<file path="src/rtl/mul_fxd_pipe_pkg.sv">
// Shared types and helpers for the pipelined signed fixed-point multiplier.
// The optional saturation feature is selected with QUADRA_MUL_SAT_EN (see mul_fxd_pipe).
package mul_fxd_pipe_pkg;

  typedef enum logic {
    RND_TRUNC   = 1'b0,
    RND_HALF_UP = 1'b1
  } round_mode_e;

  localparam int W_DFLT = 16;
  localparam int F_DFLT = 8;
  localparam int STAGES = 3;

  function automatic round_mode_e round_mode(input int round);
    return (round != 0) ? RND_HALF_UP : RND_TRUNC;
  endfunction

endpackage

</file>
<file path="src/rtl/mul_fxd_pipe_stage.sv">
// Generic valid/ready pipeline register; loads whenever empty or draining downstream,
// so bubbles collapse and a full chain still moves one item per cycle.
module mul_fxd_pipe_stage
  import mul_fxd_pipe_pkg::*;
#(
  parameter int PW = 8
) (
  input  logic          clk,
  input  logic          rst,
  input  logic          up_valid,
  output logic          up_ready,
  input  logic [PW-1:0] up_data,
  output logic          valid,
  output logic [PW-1:0] data,
  input  logic          down_ready
);

  assign up_ready = !valid || down_ready;

  always_ff @(posedge clk) begin
    if (rst) begin
      valid <= 1'b0;
      data  <= '0;
    end else if (up_ready) begin
      valid <= up_valid;
      if (up_valid) data <= up_data;
    end
  end

endmodule

</file>
<file path="src/rtl/mul_fxd_pipe.sv">
// Three-stage signed Q(W-F).F multiplier with valid/ready streaming and optional rounding.
// Define QUADRA_MUL_SAT_EN to clamp out-of-range results and expose the ovf flag.
module mul_fxd_pipe
  import mul_fxd_pipe_pkg::*;
#(
  parameter int W     = W_DFLT,
  parameter int F     = F_DFLT,
  parameter int ROUND = 0
) (
  input  logic         clk,
  input  logic         rst,
  input  logic         in_valid,
  output logic         in_ready,
  input  logic [W-1:0] a,
  input  logic [W-1:0] b,
  output logic         out_valid,
  input  logic         out_ready,
  output logic [W-1:0] y
`ifdef QUADRA_MUL_SAT_EN
  ,
  output logic         ovf
`endif
);

  localparam int PW1 = 2 * W + 1;
  localparam int PW2 = 2 * W + 1;
`ifdef QUADRA_MUL_SAT_EN
  localparam int PW3 = W + 1;
`else
  localparam int PW3 = W;
`endif

  // Half-up rounding adds 2^(F-1) at full product width, which cannot overflow.
  localparam logic signed [2*W:0] RND_ADD =
    (round_mode(ROUND) == RND_HALF_UP) ? ({{(2*W){1'b0}}, 1'b1} << (F - 1)) : '0;

  logic           s1_up_ready, v1, s2_up_ready, v2, s3_up_ready, v3;
  logic [PW1-1:0] d1, q1;
  logic [PW2-1:0] d2, q2;
  logic [PW3-1:0] d3, q3;

  // S1: sign and magnitudes; |-2^(W-1)| is representable as an unsigned W-bit value.
  logic [W-1:0] mag_a, mag_b;
  always_comb begin
    mag_a = a[W-1] ? (~a + 1'b1) : a;
    mag_b = b[W-1] ? (~b + 1'b1) : b;
    d1    = {a[W-1] ^ b[W-1], mag_a, mag_b};
  end

  // S2: unsigned magnitude product, re-signed into 2W+1 bits.
  logic           q1_sign;
  logic [W-1:0]   q1_mag_a, q1_mag_b;
  logic [2*W-1:0] prod_u;
  always_comb begin
    {q1_sign, q1_mag_a, q1_mag_b} = q1;
    prod_u = {{W{1'b0}}, q1_mag_a} * {{W{1'b0}}, q1_mag_b};
    d2     = q1_sign ? -{1'b0, prod_u} : {1'b0, prod_u};
  end

  // S3: round, arithmetic shift, then wrap or clamp.
  logic signed [2*W:0] p_rnd, r_full;
  always_comb begin
    p_rnd  = $signed(q2) + RND_ADD;
    r_full = p_rnd >>> F;
  end

`ifdef QUADRA_MUL_SAT_EN
  logic fits;
  always_comb begin
    fits = (&r_full[2*W:W-1]) || !(|r_full[2*W:W-1]);
    if (fits)
      d3 = {1'b0, r_full[W-1:0]};
    else if (r_full[2*W])
      d3 = {1'b1, 1'b1, {(W-1){1'b0}}};
    else
      d3 = {1'b1, 1'b0, {(W-1){1'b1}}};
  end
  assign ovf = q3[W] && out_valid;
`else
  logic unused_r_hi;
  assign unused_r_hi = ^r_full[2*W:W];
  assign d3 = r_full[W-1:0];
`endif

  mul_fxd_pipe_stage #(.PW(PW1)) u_s1 (
    .clk        (clk),
    .rst        (rst),
    .up_valid   (in_valid),
    .up_ready   (s1_up_ready),
    .up_data    (d1),
    .valid      (v1),
    .data       (q1),
    .down_ready (s2_up_ready)
  );

  mul_fxd_pipe_stage #(.PW(PW2)) u_s2 (
    .clk        (clk),
    .rst        (rst),
    .up_valid   (v1),
    .up_ready   (s2_up_ready),
    .up_data    (d2),
    .valid      (v2),
    .data       (q2),
    .down_ready (s3_up_ready)
  );

  mul_fxd_pipe_stage #(.PW(PW3)) u_s3 (
    .clk        (clk),
    .rst        (rst),
    .up_valid   (v2),
    .up_ready   (s3_up_ready),
    .up_data    (d3),
    .valid      (v3),
    .data       (q3),
    .down_ready (out_ready)
  );

  assign in_ready  = s1_up_ready && !rst;
  assign out_valid = v3;
  assign y         = q3[W-1:0];

endmodule

</file>
<file path="config.mk">
export PLATFORM = sky130hd
export DESIGN_NAME = mul_fxd_pipe
export DESIGN_NICKNAME = d
export VERILOG_FILES = /design/src/rtl/mul_fxd_pipe_pkg.sv /design/src/rtl/mul_fxd_pipe_stage.sv /design/src/rtl/mul_fxd_pipe.sv
export SDC_FILE = /design/constraint.sdc
export NUM_CORES = 1
export LEC_CHECK = 0
export ABC_AREA = 1
export CAP_MARGIN = 20
export CORE_ASPECT_RATIO = 1.2
export CORE_MARGIN = 3
export CORE_UTILIZATION = 64
export CTS_CLUSTER_DIAMETER = 120
export CTS_CLUSTER_SIZE = 24
export DETAILED_ROUTE_END_ITERATION = 10
export GPL_TIMING_DRIVEN = 0
export PLACE_DENSITY = 0.81
export SLEW_MARGIN = 20
export SYNTH_ARGS = -nofsm -noshare
export SYNTH_HDL_FRONTEND = slang
export SYNTH_SLANG_ARGS = --single-unit
</file>
<file path="constraint.sdc">
create_clock -name clk -period 7.15 [get_ports clk]
set_clock_uncertainty 0.1 [all_clocks]
set_input_delay 1.0725 -clock clk [delete_from_list [all_inputs] [get_ports clk]]
set_output_delay 1.0725 -clock clk [all_outputs]
set_load 0.03 [all_outputs]
</file>
==> impl_metrics.xml <==
<?xml version="1.0" encoding="UTF-8"?>
<metrics>
  <group name="worst_setup_path">
    <metric name="critical_path.startpoint" unit="">u_s1.data[27]</metric>
    <metric name="crit_path_start_kind" unit="">register</metric>
    <metric name="cpMostUsedCell" unit="">nand2_1</metric>
    <metric name="timing.setup.critical_path_class" unit="">register to register</metric>
    <metric name="regToRegEndpoint" unit="">u_s2.data[22]</metric>
    <metric name="timing.rr.start" unit="">u_s1.data[27]</metric>
    <metric name="worst-r2r-cell-count" unit="">27</metric>
    <metric name="critPathBufInv" unit="">5</metric>
    <metric name="crit_path_end_kind" unit="">register</metric>
    <metric name="arrival" unit="ps">6820</metric>
    <metric name="critical-path-max-stage-delay" unit="ps">560</metric>
    <metric name="critPathTopFamily" unit="">adder cells</metric>
    <metric name="ff2ff_setup_slack" unit="ps">470</metric>
    <metric name="endpoint_of_the_most_critical_setup_path" unit="">u_s2.data[22]</metric>
    <metric name="crit_cells" unit="">27</metric>
    <metric name="critical_path_required" unit="ps">7290</metric>
    <metric name="timing.critical_path.fanout_max" unit="">10</metric>
    <metric name="critPathSlowestCell" unit="">fa_1</metric>
  </group>
  <group name="finish">
    <metric name="layout.cell_area.non_filler" unit="sq um">12550</metric>
    <metric name="area_delta_synth_final" unit="%">9.555</metric>
    <metric name="antenna_cells" unit="">0</metric>
    <metric name="multi_input_comb_area" unit="sq um">8104</metric>
    <metric name="layout-drive-gt1-share" unit="%">4.650</metric>
    <metric name="fillCellCount" unit="">1456</metric>
    <metric name="sequential_cell_area" unit="sq um">1369</metric>
    <metric name="nets" unit="">2012</metric>
  </group>
  <group name="sta">
    <metric name="final_number_of_max_transition_violations" unit="">0</metric>
    <metric name="timing.final.crit_share" unit="%">93.46</metric>
    <metric name="rsz0062_at_grt" unit="">false</metric>
    <metric name="slew_margin_rel" unit="%">52.61</metric>
    <metric name="max_freq" unit="MHz">149.6</metric>
    <metric name="final-setup-viol-count" unit="">0</metric>
    <metric name="hold_viol" unit="">0</metric>
    <metric name="worst_hold_slack" unit="ps">354.5</metric>
    <metric name="timing_worst_slew_pin_value" unit="ps">710.8</metric>
    <metric name="fin_setup_tns" unit="ps">0</metric>
    <metric name="min_cycle_time_layout" unit="ps">6682</metric>
  </group>
  <group name="clock_network">
    <metric name="h-tree-depth" unit="">3</metric>
    <metric name="insertion_delay" unit="ps">330</metric>
    <metric name="numCtsBuffers" unit="">9</metric>
    <metric name="clock-root-buffer" unit="">clkbuf_16</metric>
    <metric name="cts.hold.buffers_added" unit="">0</metric>
    <metric name="clock_sink_count" unit="">68</metric>
    <metric name="cts_max_path_buffers" unit="">2</metric>
    <metric name="post_cts.resized_instances" unit="">1</metric>
    <metric name="postCtsSetupRepairBufs" unit="">0</metric>
    <metric name="clk_pin_slew" unit="ps">60</metric>
    <metric name="cts_tree" unit="">yes</metric>
  </group>
  <group name="placement">
    <metric name="placed_area" unit="sq um">12240</metric>
    <metric name="dp_hpwl" unit="um">25470</metric>
    <metric name="gp_congestion" unit="">0.9342</metric>
    <metric name="numPortBuffers" unit="">51</metric>
  </group>
  <group name="grt">
    <metric name="grt_pass1_wl" unit="um">51700</metric>
    <metric name="grt_pass1_vias" unit="">10945</metric>
    <metric name="globalRouteMet3Util" unit="%">4.804</metric>
    <metric name="grt_max_degree" unit="">14</metric>
    <metric name="groute.layer.met1.usage" unit="%">40.37</metric>
    <metric name="number_of_antenna_violations_at_the_first_check_in_global_routing" unit="">0</metric>
    <metric name="grtUsageMet2" unit="%">56.94</metric>
    <metric name="grt_overflow" unit="">0</metric>
    <metric name="gr-usage-all-layers" unit="%">32.78</metric>
    <metric name="grt_busiest_layer" unit="">met2</metric>
  </group>
  <group name="worst_hold_path">
    <metric name="timing.hold.worst.start" unit="">u_s2.data[13]</metric>
    <metric name="worstHoldPathCells" unit="">2</metric>
    <metric name="worst_hold_path_type" unit="">register to register</metric>
  </group>
  <group name="synth">
    <metric name="synth_area_per_cell" unit="sq um">6.787</metric>
    <metric name="post-synth-top-area-fraction" unit="%">29.35</metric>
    <metric name="ys.warnings.count" unit="">0</metric>
    <metric name="number_of_instances_in_the_synthesized_netlist" unit="">1688</metric>
    <metric name="synth_async_sr_flop_share" unit="%">0</metric>
    <metric name="synth_cell_type_count" unit="">31</metric>
    <metric name="synth_area_leader_cell" unit="">fa_1</metric>
    <metric name="ys_ff_latch" unit="">68</metric>
    <metric name="sequential_fraction_of_the_synthesis_area" unit="%">11.88</metric>
    <metric name="synth_commonest_cells" unit="">nand2_1 (480), inv_1 (452), fa_1 (168), nor2_1 (82), clkbuf_1 (72)</metric>
    <metric name="ys_top_cells_by_area" unit="">fa_1 (29%), nand2_1 (16%), inv_1 (15%), dfxtp_1 (12%), ha_1 (7.8%)</metric>
    <metric name="syn_area" unit="sq um">11460</metric>
    <metric name="synthFlopType" unit="">dfxtp_1</metric>
    <metric name="synth_fp_nets" unit="">1963</metric>
    <metric name="edff_count_synth" unit="">0</metric>
    <metric name="synth.most_common_cell" unit="">nand2_1</metric>
  </group>
  <group name="floorplan">
    <metric name="die_height" unit="um">152.6</metric>
    <metric name="die-width" unit="um">128.1</metric>
    <metric name="boundaryPins" unit="">54</metric>
    <metric name="core_area" unit="sq um">17240</metric>
    <metric name="fp-row-count" unit="">52</metric>
    <metric name="dieArea" unit="sq um">19550</metric>
    <metric name="floorplan.initialDensity" unit="%">66.45</metric>
  </group>
  <group name="drt">
    <metric name="antenna_violating_nets_post_route" unit="">0</metric>
    <metric name="drt_iter0_markers" unit="">652</metric>
    <metric name="routed-via-count" unit="">10483</metric>
    <metric name="drt_drc_violations_left" unit="">0</metric>
    <metric name="avgRoutedWirePerCell" unit="um">15.81</metric>
    <metric name="drt_first_pass_iters" unit="">6</metric>
    <metric name="wirelength" unit="um">30950</metric>
    <metric name="vias_per_cell" unit="">5.354</metric>
  </group>
  <group name="power">
    <metric name="p_int" unit="mW">1.171</metric>
    <metric name="netSwitchingFraction" unit="%">48.07</metric>
    <metric name="power.density_cell_area" unit="nW/um^2">179.6</metric>
    <metric name="clock_power_share" unit="%">21.4</metric>
    <metric name="pwr-share-seq" unit="%">19.8</metric>
    <metric name="leakage_power_summed_over_all_cells" unit="nW">7.242</metric>
    <metric name="vdd_ir_drop_max" unit="V">0.0001604</metric>
    <metric name="gate_power_share" unit="%">58.8</metric>
    <metric name="p_sw" unit="mW">1.084</metric>
  </group>
  <group name="outcome">
    <metric name="outcome" unit="">completed</metric>
  </group>
  <group name="run">
    <metric name="cap_viol_max_count" unit="">0</metric>
  </group>
</metrics>
-- worst min path at each step --
stage,end
6_report,u_s3.data[5]
5_1_grt,u_s3.data[5]
4_1_cts,u_s3.data[5]
3_5_place_dp,u_s3.data[5]
3_3_place_gp,u_s3.data[5]
2_1_floorplan,u_s3.data[11]
-- tightest hold or removal path, delay by kind of cell, from the launching register on --
kind | cells | cell delay, ps
flip-flops | 1 | 290
AO/OA/AOI/OAI | 1 | 60
buffers and inverters | 1 | 60
-- kinds of logic after synthesis --
family	share of synthesized area [%]
AOI/OAI and AO/OA	6.258
xor gates and xnor gates	2.599
adders and majority gates	37.11
buffers and inverters	17.39
DFF	11.88
and+or+nand+nor	24.77
-- metal layers --
layer / routed length, um / vias up
met1: 12230 / 4960
li1: - / 5019
met2: 15560 / 394
met3: 1766 / 110
met5: 0 / -
met4: 1389 / 0
-- flip-flops by register name, summed over array words and instances, names as in the netlist --
name	count
u_s1.data	33
u_s1.valid	1
u_s2.data	16
u_s3.valid	1
u_s2.valid	1
u_s3.data	16
-- layout by cell type (no fill, tap or decap), types with 2 or more instances in the layout --
cell type          n
o21ai_1            3
buf_2              3
o221ai_1           8
clkbuf_2          21
bufinv_16          2
a21oi_1           60
nand3_1           39
dfxtp_2            6
xnor2_1           11
nand3_2            6
inv_2              3
clkinv_4           2
ha_1              71
nor2_2             7
clkbuf_16          9
fa_1             168
nand2_2           15
nor4_1             3
nand4_1           20
a31oi_1            4
nor2_1            82
clkdlybuf4s50_1   51
nand2_1          480
clkbuf_1          36
o21ai_0           58
xor2_1            23
nor2_4             2
dfxtp_1           62
inv_1            452
nand3b_1           8
nor3_1            17
-- per-stage QoR --
stage               utilization, %  total power [mW]  setup WS, ps  cells
floorplan                        -             1.361          1265   1688
global placement             70.98             1.732         30.59   1955
detailed placement           70.98             1.754         6.617   1955
CTS                          72.82             2.247         83.11   1969
global route                 72.80             2.435         33.91   1958
finish                       72.80             2.254         467.5   1958
-- power groups by stage --
stage | clock (mW) | combinational, mW | sequential (mW)
final | 0.483 | 1.32 | 0.447
after detailed placement | 0 | 1.32 | 0.434
after global routing | 0.495 | 1.49 | 0.449
after global placement | 0 | 1.30 | 0.434
after CTS | 0.481 | 1.34 | 0.430
after floorplan | 0 | 0.923 | 0.437
-- final cells by class --
| type | instances | area share, % |
|---|---|---|
| clock inverters | 7 | 0.7875 |
| well taps | 216 | 2.153 |
| clock buffers | 9 | 1.794 |
| inverters | 456 | 13.64 |
| repair buffers | 51 | 4.067 |
| multi-input cells | 1090 | 64.56 |
| plain buffers | 61 | 2.093 |
| flip-flops and latches | 68 | 10.91 |
Power figures use the tool's default switching activity.
